==> config.mk <==
export PLATFORM = sky130hd
export DESIGN_NAME = nrzi_deframer
export DESIGN_NICKNAME = d
export VERILOG_FILES = /design/src/rtl/nrzi_deframer.sv
export SDC_FILE = /design/constraint.sdc
export NUM_CORES = 1
export LEC_CHECK = 0
export CAP_MARGIN = 20
export CORE_MARGIN = 2
export CORE_UTILIZATION = 30
export DETAILED_ROUTE_END_ITERATION = 12
export DONT_BUFFER_PORTS = 1
export SETUP_SLACK_MARGIN = 0.5
export SLEW_MARGIN = 20
export SYNTH_ARGS = -nofsm -noshare
export SYNTH_HDL_FRONTEND = slang
export SYNTH_SLANG_ARGS = --single-unit
==> constraint.sdc <==
create_clock -name clock -period 5.3 [get_ports clock]
set_clock_uncertainty 0.1 [all_clocks]
set_input_delay 0.795 -clock clock [delete_from_list [all_inputs] [get_ports clock]]
set_output_delay 0.795 -clock clock [all_outputs]
set_load 0.02 [all_outputs]
==> src/rtl/nrzi_deframer.sv <==
// nrzi_deframer: recovers bits from an NRZI line, hunts for a sync pattern,
// and collects the next WIDTH decoded bits into a word.
//
// Output handshake: a word is transferred at a rising edge where
// data_valid and data_ready are both 1. data_valid stays high and
// data_out stays stable until that transfer happens. A word that
// completes while an untaken word is still held is dropped, and the
// sticky overrun flag is set.
module nrzi_deframer #(
   parameter int                    WIDTH      = 16,
   parameter int                    SYNC_WIDTH = 8,
   parameter logic [SYNC_WIDTH-1:0] SYNC       = 8'h7E,
   parameter logic                  LINE_INIT  = 1'b0
) (
   input  logic             clock,
   input  logic             reset,
   input  logic             z,
   input  logic             bit_en,
   output logic [WIDTH-1:0] data_out,
   output logic             data_valid,
   input  logic             data_ready,
   output logic             locked,
   output logic             overrun
);

   localparam int            CW   = $clog2(WIDTH);
   localparam logic [CW-1:0] LAST = CW'(WIDTH - 1);

   typedef enum logic {HUNT, COLLECT} state_t;

   state_t                r_state;
   state_t                w_next_state;
   logic                  r_prev_z;
   logic [SYNC_WIDTH-1:0] r_window;
   logic [CW-1:0]         r_count;
   logic [WIDTH-1:0]      r_shift;
   logic [WIDTH-1:0]      r_data;
   logic                  r_valid;
   logic                  r_overrun;

   logic                  w_d;
   logic [SYNC_WIDTH-1:0] w_window_next;
   logic [WIDTH-1:0]      w_shift_next;
   logic                  w_sync_hit;
   logic                  w_complete;

   // A transition on the line is a 1, a steady level is a 0.
   assign w_d           = z ^ r_prev_z;
   assign w_window_next = {r_window[SYNC_WIDTH-2:0], w_d};
   assign w_shift_next  = {r_shift[WIDTH-2:0], w_d};

   // State register.
   always_ff @(posedge clock or negedge reset) begin
      if (!reset) r_state <= HUNT;
      else        r_state <= w_next_state;
   end

   // Next state: sync match enters COLLECT, last payload bit returns to HUNT.
   always_comb begin
      w_next_state = r_state;
      w_sync_hit   = 1'b0;
      w_complete   = 1'b0;
      if (bit_en) begin
         case (r_state)
            HUNT: begin
               if (w_window_next == SYNC) begin
                  w_sync_hit   = 1'b1;
                  w_next_state = COLLECT;
               end
            end
            COLLECT: begin
               if (r_count == LAST) begin
                  w_complete   = 1'b1;
                  w_next_state = HUNT;
               end
            end
            default: w_next_state = HUNT;
         endcase
      end
   end

   // Line history, sync window, payload shifter and bit counter; all stall when bit_en=0.
   always_ff @(posedge clock or negedge reset) begin
      if (!reset) begin
         r_prev_z <= LINE_INIT;
         r_window <= '0;
         r_count  <= '0;
         r_shift  <= '0;
      end else if (bit_en) begin
         r_prev_z <= z;
         if (r_state == HUNT) begin
            r_window <= w_window_next;
            if (w_sync_hit) r_count <= '0;
         end else begin
            r_shift <= w_shift_next;
            r_count <= r_count + 1'b1;
            // The next word needs a freshly received sync.
            if (w_complete) r_window <= '0;
         end
      end
   end

   // Output holding register with valid/ready handshake and sticky overrun.
   always_ff @(posedge clock or negedge reset) begin
      if (!reset) begin
         r_data    <= '0;
         r_valid   <= 1'b0;
         r_overrun <= 1'b0;
      end else if (w_complete) begin
         if (!r_valid || data_ready) begin
            r_data  <= w_shift_next;
            r_valid <= 1'b1;
         end else begin
            r_overrun <= 1'b1;
         end
      end else if (r_valid && data_ready) begin
         r_valid <= 1'b0;
      end
   end

   assign data_out   = r_data;
   assign data_valid = r_valid;
   assign overrun    = r_overrun;
   assign locked     = (r_state == COLLECT);

endmodule

# Word-level counts from Yosys, hierarchy flattened
# Cells that the tools add are included.
# word_totals
regBits	46
latch_bits	0
mem_bits_rw	0
romBits	0
inputBits	5
output_inout_bits	19
mem_count	0
# op_classes
add_sub_neg	1
multipliers	0
n_div	0
magnitude_cmp	0
n_eq_ne	4
n_shift	0
n_mux	15
bitwise	3
reduce_logical	11
# op_table
cell	count
$mux W7	2
$reduce_and A2 Y1	6
$mux W1	10
$eq A8 B7 Y1 const B	1
$mux W4	2
$add A4 B1 Y4 const B	1
$eq A4 B4 Y1 const B	1
$ne A2 B1 Y1 const B	2
$reduce_bool A2 Y1	2
$not A1 Y1	2
$pmux W1 S2	1
$logic_and A1 B1 Y1	1
$logic_not A1 Y1	1
$logic_or A1 B1 Y1	1
$xor A1 B1 Y1	1

# Logic depth before layout (Yosys ltp)
# Gate-level depths: netlist of the first run.
# depth
word_depth	7
ltp_mapped	5
depth_no_buf	4

# Worst setup path before layout of the first run
# Ideal clock, no wire load.
# synth_path
path_type	input-to-reg
startpoint	input port bit_en
endpoint	register r_data[0] (netlist: data_out[0])
setup_time_ps	125
arrival_ps	1669
slack_ps	3406
cell_stages	4
n_path_buf	1
path_cell_list	nand2_2 nor3_4 buf_12 mux2_4
# synth_between
elab_chain_cells	2
# synth_rtl
element	line	text
start: declaration	18	input logic bit_en,
$mux W1	63	if (bit_en) begin
$reduce_and A2 Y1 (no line)	n/a	
end signal: assignment	111	r_data <= w_shift_next;
end: declaration	37	logic [WIDTH-1:0] r_data;
# Every way passes these cells.
# A chain may end at the register's enable or synchronous reset.

# Final worst setup path of the first run
# layout_path
startpoint	register r_state (netlist: locked)
endpoint	register r_data[8] (netlist: data_out[8])
# layout_between
elab_chain_cells	3
# layout_rtl
element	line	text
start: declaration	31	state_t r_state;
start signal: assignment	55	else r_state <= w_next_state;
$mux W1	64	case (r_state)
$mux W1	63	
$reduce_and A2 Y1 (no line)	n/a	
# Every way passes these cells.

==> results of run 1 <==
## power by group through the flow
stage               sequential, mW  combinational [mW]  clock [mW]
global placement             0.380              0.0314           0
finish                       0.375              0.0330       0.205
global route                 0.377              0.0370       0.224
CTS                          0.375              0.0334       0.209
floorplan                    0.378              0.0288           0
detailed placement           0.382              0.0329           0
## worst min path at each step
stage | cells after the start | slack [ps] | end
6_report | 0 | 80 | r_window[0]
5_1_grt | 0 | 60 | data_out[14]
4_1_cts | 0 | 70 | r_window[0]
3_5_place_dp | 1 | 390 | r_window[6]
3_3_place_gp | 1 | 380 | r_window[6]
2_1_floorplan | 1 | 360 | r_window[6]
## metrics by stage
stage	utilization	setup WS, ps	instances
2_1_floorplan	-	3410	125
3_3_place_gp	0.315	2770	197
3_5_place_dp	0.315	2710	197
4_1_cts	0.327	2770	204
5_1_grt	0.327	2610	204
6_report	0.327	2810	204
## layer usage
layer,vias up,GRT usage,share of wire
li1,460,-,-
met4,0,0.0528,0.014
met1,524,0.121,0.43
met5,-,0,0
met3,5,0.0415,0.066
met2,17,0.167,0.49
## final cells by class
type                       count  area (um^2)  share of cell area
tap                           77         96.3              0.0472
clock buffer                   5         68.8              0.0337
inverter                       3         11.3             0.00551
clock inverter                 2         10.0             0.00490
multi-input combinational     71          704               0.345
sequential                    46         1150               0.564
## state kept, by name (all words and copies together), names as in the netlist
register and flops:
data_valid 1, r_prev_z 1, data_out 16, r_shift 15, r_window 7, r_count 4
locked 1, overrun 1
## cells by family after synthesis
group | Yosys count | share of synthesized area
simple gates | 16 | 0.0598
compound gates | 19 | 0.0802
mux | 33 | 0.214
xor+xnor | 2 | 0.00920
flops | 46 | 0.604
buf+inv | 8 | 0.0256
fa+ha+maj | 1 | 0.00657
## Yosys cell counts
library cell,instances,share of area
a22o_1,7,0.032
nand3_1,2,0.0053
nand3_2,1,0.0053
and2b_1,1,0.0039
buf_12,1,0.011
o21ai_1,1,0.0026
a31oi_1,1,0.0033
nand3b_1,1,0.0039
a41oi_1,1,0.0046
nor3_4,1,0.0085
and4b_1,1,0.0053
mux2_2,22,0.13
o21ai_0,2,0.0053
a221o_1,2,0.011
a221o_2,1,0.0059
o21bai_1,1,0.0039
mux2i_1,1,0.0053
dfrtp_1,46,0.60
nand2_2,1,0.0033
nor2_1,1,0.0020
and3_1,1,0.0033
mux2_4,10,0.079
and3_2,1,0.0039
ha_1,1,0.0066
xor2_1,1,0.0046
nor2b_1,4,0.013
nand2_1,1,0.0020
a31o_2,2,0.0092
buf_2,2,0.0053
clkbuf_1,2,0.0039
inv_1,3,0.0059
xnor2_1,1,0.0046
a21oi_1,1,0.0026
## worst max-delay path: cells and delay by family (launching register included)
family | cells | cell delay [ps]
AND/OR/NAND/NOR | 2 | 1240
flip-flops | 1 | 610
multiplexers | 1 | 420
==> results_dict.tcl, run 1 <==
set metrics [dict create \
    synth_cell_types 33 \
    cts_sinks 46 \
    report.final.slew_viol_count 0 \
    final.fill_count 619 \
    path_class "flip-flop to flip-flop" \
    dr.pass1.iters 4 \
    tns_ps 0 \
    syn_area_per_cell_um2 15.2 \
    critPathCaptureType "flip-flop" \
    r2r-end "data_out[8]" \
    clk_latency_ps 300 \
    crit_fanout 20 \
    outcome "complete, no violations" \
    antenna_found_initial 0 \
    drv_cap 0 \
    drtAntennaViolNets 0 \
    intPower_mw 0.470 \
    power_density_mw_per_mm2 300 \
    num_vias 1006 \
    cts.repair.resized 0 \
    power_frac_seq 0.611 \
    syn_area_mm2 0.00190 \
    p_total_mw 0.613 \
    dpl-instance-area_mm2 0.00196 \
    switching_power_mw 0.143 \
    r2r_cells 3 \
    num_antenna_cells 0 \
    first_global_vias 1100 \
    hold_viol_final 0 \
    cts_max_path_buffers 2 \
    p_leak_nw 0.987 \
    grt_overflow 0 \
    p_comb_frac 0.054 \
    swShare 0.233 \
    cp-startpoint "locked" \
    period_needed_ps 2490 \
    layout_common_cells "dfrtp_1, mux2_2, mux2_4, a22o_1, clkbuf_8" \
    layout_commonest_cell "dfrtp_1" \
    clock_power_share 0.335 \
    drtIter0Drc 52 \
    startpoint_type "flip-flop" \
    area_growth_pct 7.23 \
    cts_tree "done" \
    slew_headroom 0.377 \
    grt_max_degree 47 \
    row_count 29 \
    portBuffers 0 \
    cp_cell_sequence "nand2_2 -> nor3_4 -> mux2_2" \
    initial_core_util 0.305 \
    cts_setup_buffers 0 \
    r2r_slack_ps 2810 \
    pin_count 24 \
    cp.required_ps 5390 \
    clock-root-buffer "clkbuf_8" \
    core_area_mm2 0.00624 \
    ys_ff_latch 46 \
    drc 0 \
    path_clk_slew_ps 90 \
    grt_usage 0.104 \
    fin_nets 133 \
    fin_crit_sh 0.470 \
    postCtsHoldBufs 0 \
    cp_slowest_cell "nor3_4" \
    die_h_um 83.7 \
    die_x_um 83.7 \
    critPathMaxStageDelay_ps 860 \
    arrival_ps 2580 \
    peakVddDrop_mv 0.0936 \
    reg2reg_from "locked" \
    final_cell_area_mm2 0.00204 \
    grt_pass1_wl_um 5650 \
    die_area_mm2 0.00700 \
    cts_buffers 5 \
    rsz0062_at_grt "no" \
    fmax_mhz 401 \
    drt-vias-per-instance 4.93 \
    wire_per_inst_um 16.3 \
    htree_levels 2 \
    crit_path_end "data_out[8]" \
    dp_hpwl_um 2290 \
    holdWs_ps 79.1 \
    layout-drive-gt1-share 0.362 \
    tightest_slew_ps 931 \
    synth_seq_area_share 0.604 \
    ys_warn_count 0 \
    synthCells 125 \
    synth_nets 131 \
    globalplace.congestion 0.749 \
    routed_wl_um 3320 \
    min_path_type "input port to asynchronous set/reset pin" \
    setup_viol 0 \
]
Power figures use the tool's default switching activity.
==> run 2, diff against run 1 <==
==> constraint.sdc (replaced) <==
create_clock -name clock -period 2.1 [get_ports clock]
set_clock_uncertainty 0.1 [all_clocks]
set_input_delay 0.315 -clock clock [delete_from_list [all_inputs] [get_ports clock]]
set_output_delay 0.315 -clock clock [all_outputs]
set_load 0.02 [all_outputs]
==> run 2 against run 1 <==
Net effect:
- clock power up 150%
- sequential cell count unchanged
- highest routed layer unchanged
- final cell count up 5.4%
- cell area up 9.7%
- critical path type unchanged
- power rose to 2.6 times the previous value
- combinational power rose to 3.8 times the previous value
- sequential power rose to 2.5 times the previous value
- critical path depth up 2
- fmax up 55%
- register-to-register slack worse by 2300 ps
==> results_dict.tcl, run 2 (synthesis results as in run 1) <==
set metrics [dict create \
    rsz0062_at_grt "yes" \
    clk_latency_ps 290 \
    power_density_mw_per_mm2 704 \
    grt_pass1_wl_um 5950 \
    num_vias 1056 \
    grt_max_degree 47 \
    preCtsSetupSlack_ps 307 \
    p_total_mw 1.58 \
    routed_wl_um 3510 \
    drc 0 \
    path_class "flip-flop to flip-flop" \
    grt_overflow 0 \
    setup_viol 0 \
    path_buf_inv 2 \
    hold_viol_final 0 \
    first_global_vias 1139 \
    startpoint_type "flip-flop" \
    antenna_found_initial 0 \
    dpl-instance-area_mm2 0.00199 \
    fin_nets 144 \
    crit_fanout 8 \
    final.fill_count 594 \
    pin_count 24 \
    die_h_um 83.7 \
    arrival_ps 1690 \
    tns_ps 0 \
    largest_reg_flops 16 \
    top_usage_layer "met2" \
    core_area_mm2 0.00624 \
    groute.layer.met2.usage 0.168 \
    globalplace.congestion 0.732 \
    drtIter0Drc 44 \
    fin_crit_sh 0.766 \
    path_clk_slew_ps 80 \
    num_antenna_cells 0 \
    layout_common_cells "dfrtp_1, mux2_2, mux2_4, a22o_1, buf_4" \
    dp.cells 200 \
    peakVddDrop_mv 0.438 \
    dr.pass1.iters 4 \
    cts_buffers 5 \
    grt_usage 0.108 \
    holdWs_ps 70.6 \
    cts_tree "done" \
    row_count 29 \
    clock-root-buffer "clkbuf_8" \
    slew_headroom 0.698 \
    use_met3 0.0445 \
    die_x_um 83.7 \
    cts_sinks 46 \
    drtAntennaViolNets 0 \
    layout-drive-gt1-share 0.428 \
    htree_levels 2 \
    layout_commonest_cell "dfrtp_1" \
    outcome "complete, no violations" \
    cts_max_path_buffers 2 \
    portBuffers 0 \
    critPathMaxStageDelay_ps 460 \
    wire_per_inst_um 16.3 \
    min_path_type "input port to flip-flop" \
    drv_cap 0 \
    cp_slowest_cell "dfrtp_2" \
    final_cell_count_no_fill 215 \
    cp.required_ps 2180 \
    use_met1 0.135 \
    period_needed_ps 1610 \
    crit_family "flip-flops" \
    fmax_mhz 621 \
    drt-vias-per-instance 4.91 \
    cp_cell_sequence "nor2b_4 -> nor3_4 -> buf_4 -> buf_16 -> mux2_4" \
    critPathCaptureType "flip-flop" \
    die_area_mm2 0.00700 \
    report.final.slew_viol_count 0 \
    area_growth_pct 17.6 \
    initial_core_util 0.305 \
    dp_hpwl_um 2330 \
    p_leak_nw 1.06 \
    setup_slack_ps 491 \
    final_cell_area_mm2 0.00224 \
    tightest_slew_ps 452 \
    final_core_util 0.359 \
]
==> run 2: path summary, 6_finish.rpt <==
kind                             start     endpoint  slack, ps  cells past startpoint
min in group asynchronous        reset     r_prev_z        420                      2
max reg2reg                 data_valid  data_out[1]        490                      5
min                                  z     r_prev_z         70                      1
max in group asynchronous        reset   data_valid       1270                      2
max                         data_valid  data_out[1]        490                      5
min reg2reg                r_window[6]  r_window[6]        410                      1
==> run 2: repair_timing <==
| item | in CTS | in global routing |
|---|---|---|
| cloned | 1 | 0 |
| buffers inserted | 3 | 2 |
| pin swaps | 1 | 0 |
| setup endpoints to repair | 24 | 23 |
| endpoints found under the hold margin | 46 | 0 |
| hold buffers | 2 | 0 |
| gates resized for setup | 8 | 9 |
==> run 2: layout make-up <==
type                       count  area, um^2  share of cell area
tap                           77        96.3              0.0430
timing repair buffer          11         141              0.0631
sequential                    46        1150               0.515
multi-input combinational     71         762               0.340
clock buffer                   7        76.3              0.0341
inverter                       3        11.3             0.00503
==> run 2: report_power, final <==
group          internal [mW]  switching, mW
Clock                  0.229          0.276
Sequential             0.916         0.0298
Combinational         0.0670         0.0591
==> run 2: worst register-to-register path: cells and delay by family, from the launching register on <==
kind                   cells  cell delay (ps)
flip-flops                 1              460
AND/OR/NAND/NOR            2              350
multiplexers               1              300
buffers and inverters      2              290
==> run 2: routing by layer <==
metal  wire, um  share of wire
met5          0              0
met1       1530           0.44
met4         53          0.015
met2       1750           0.50
met3        177          0.050
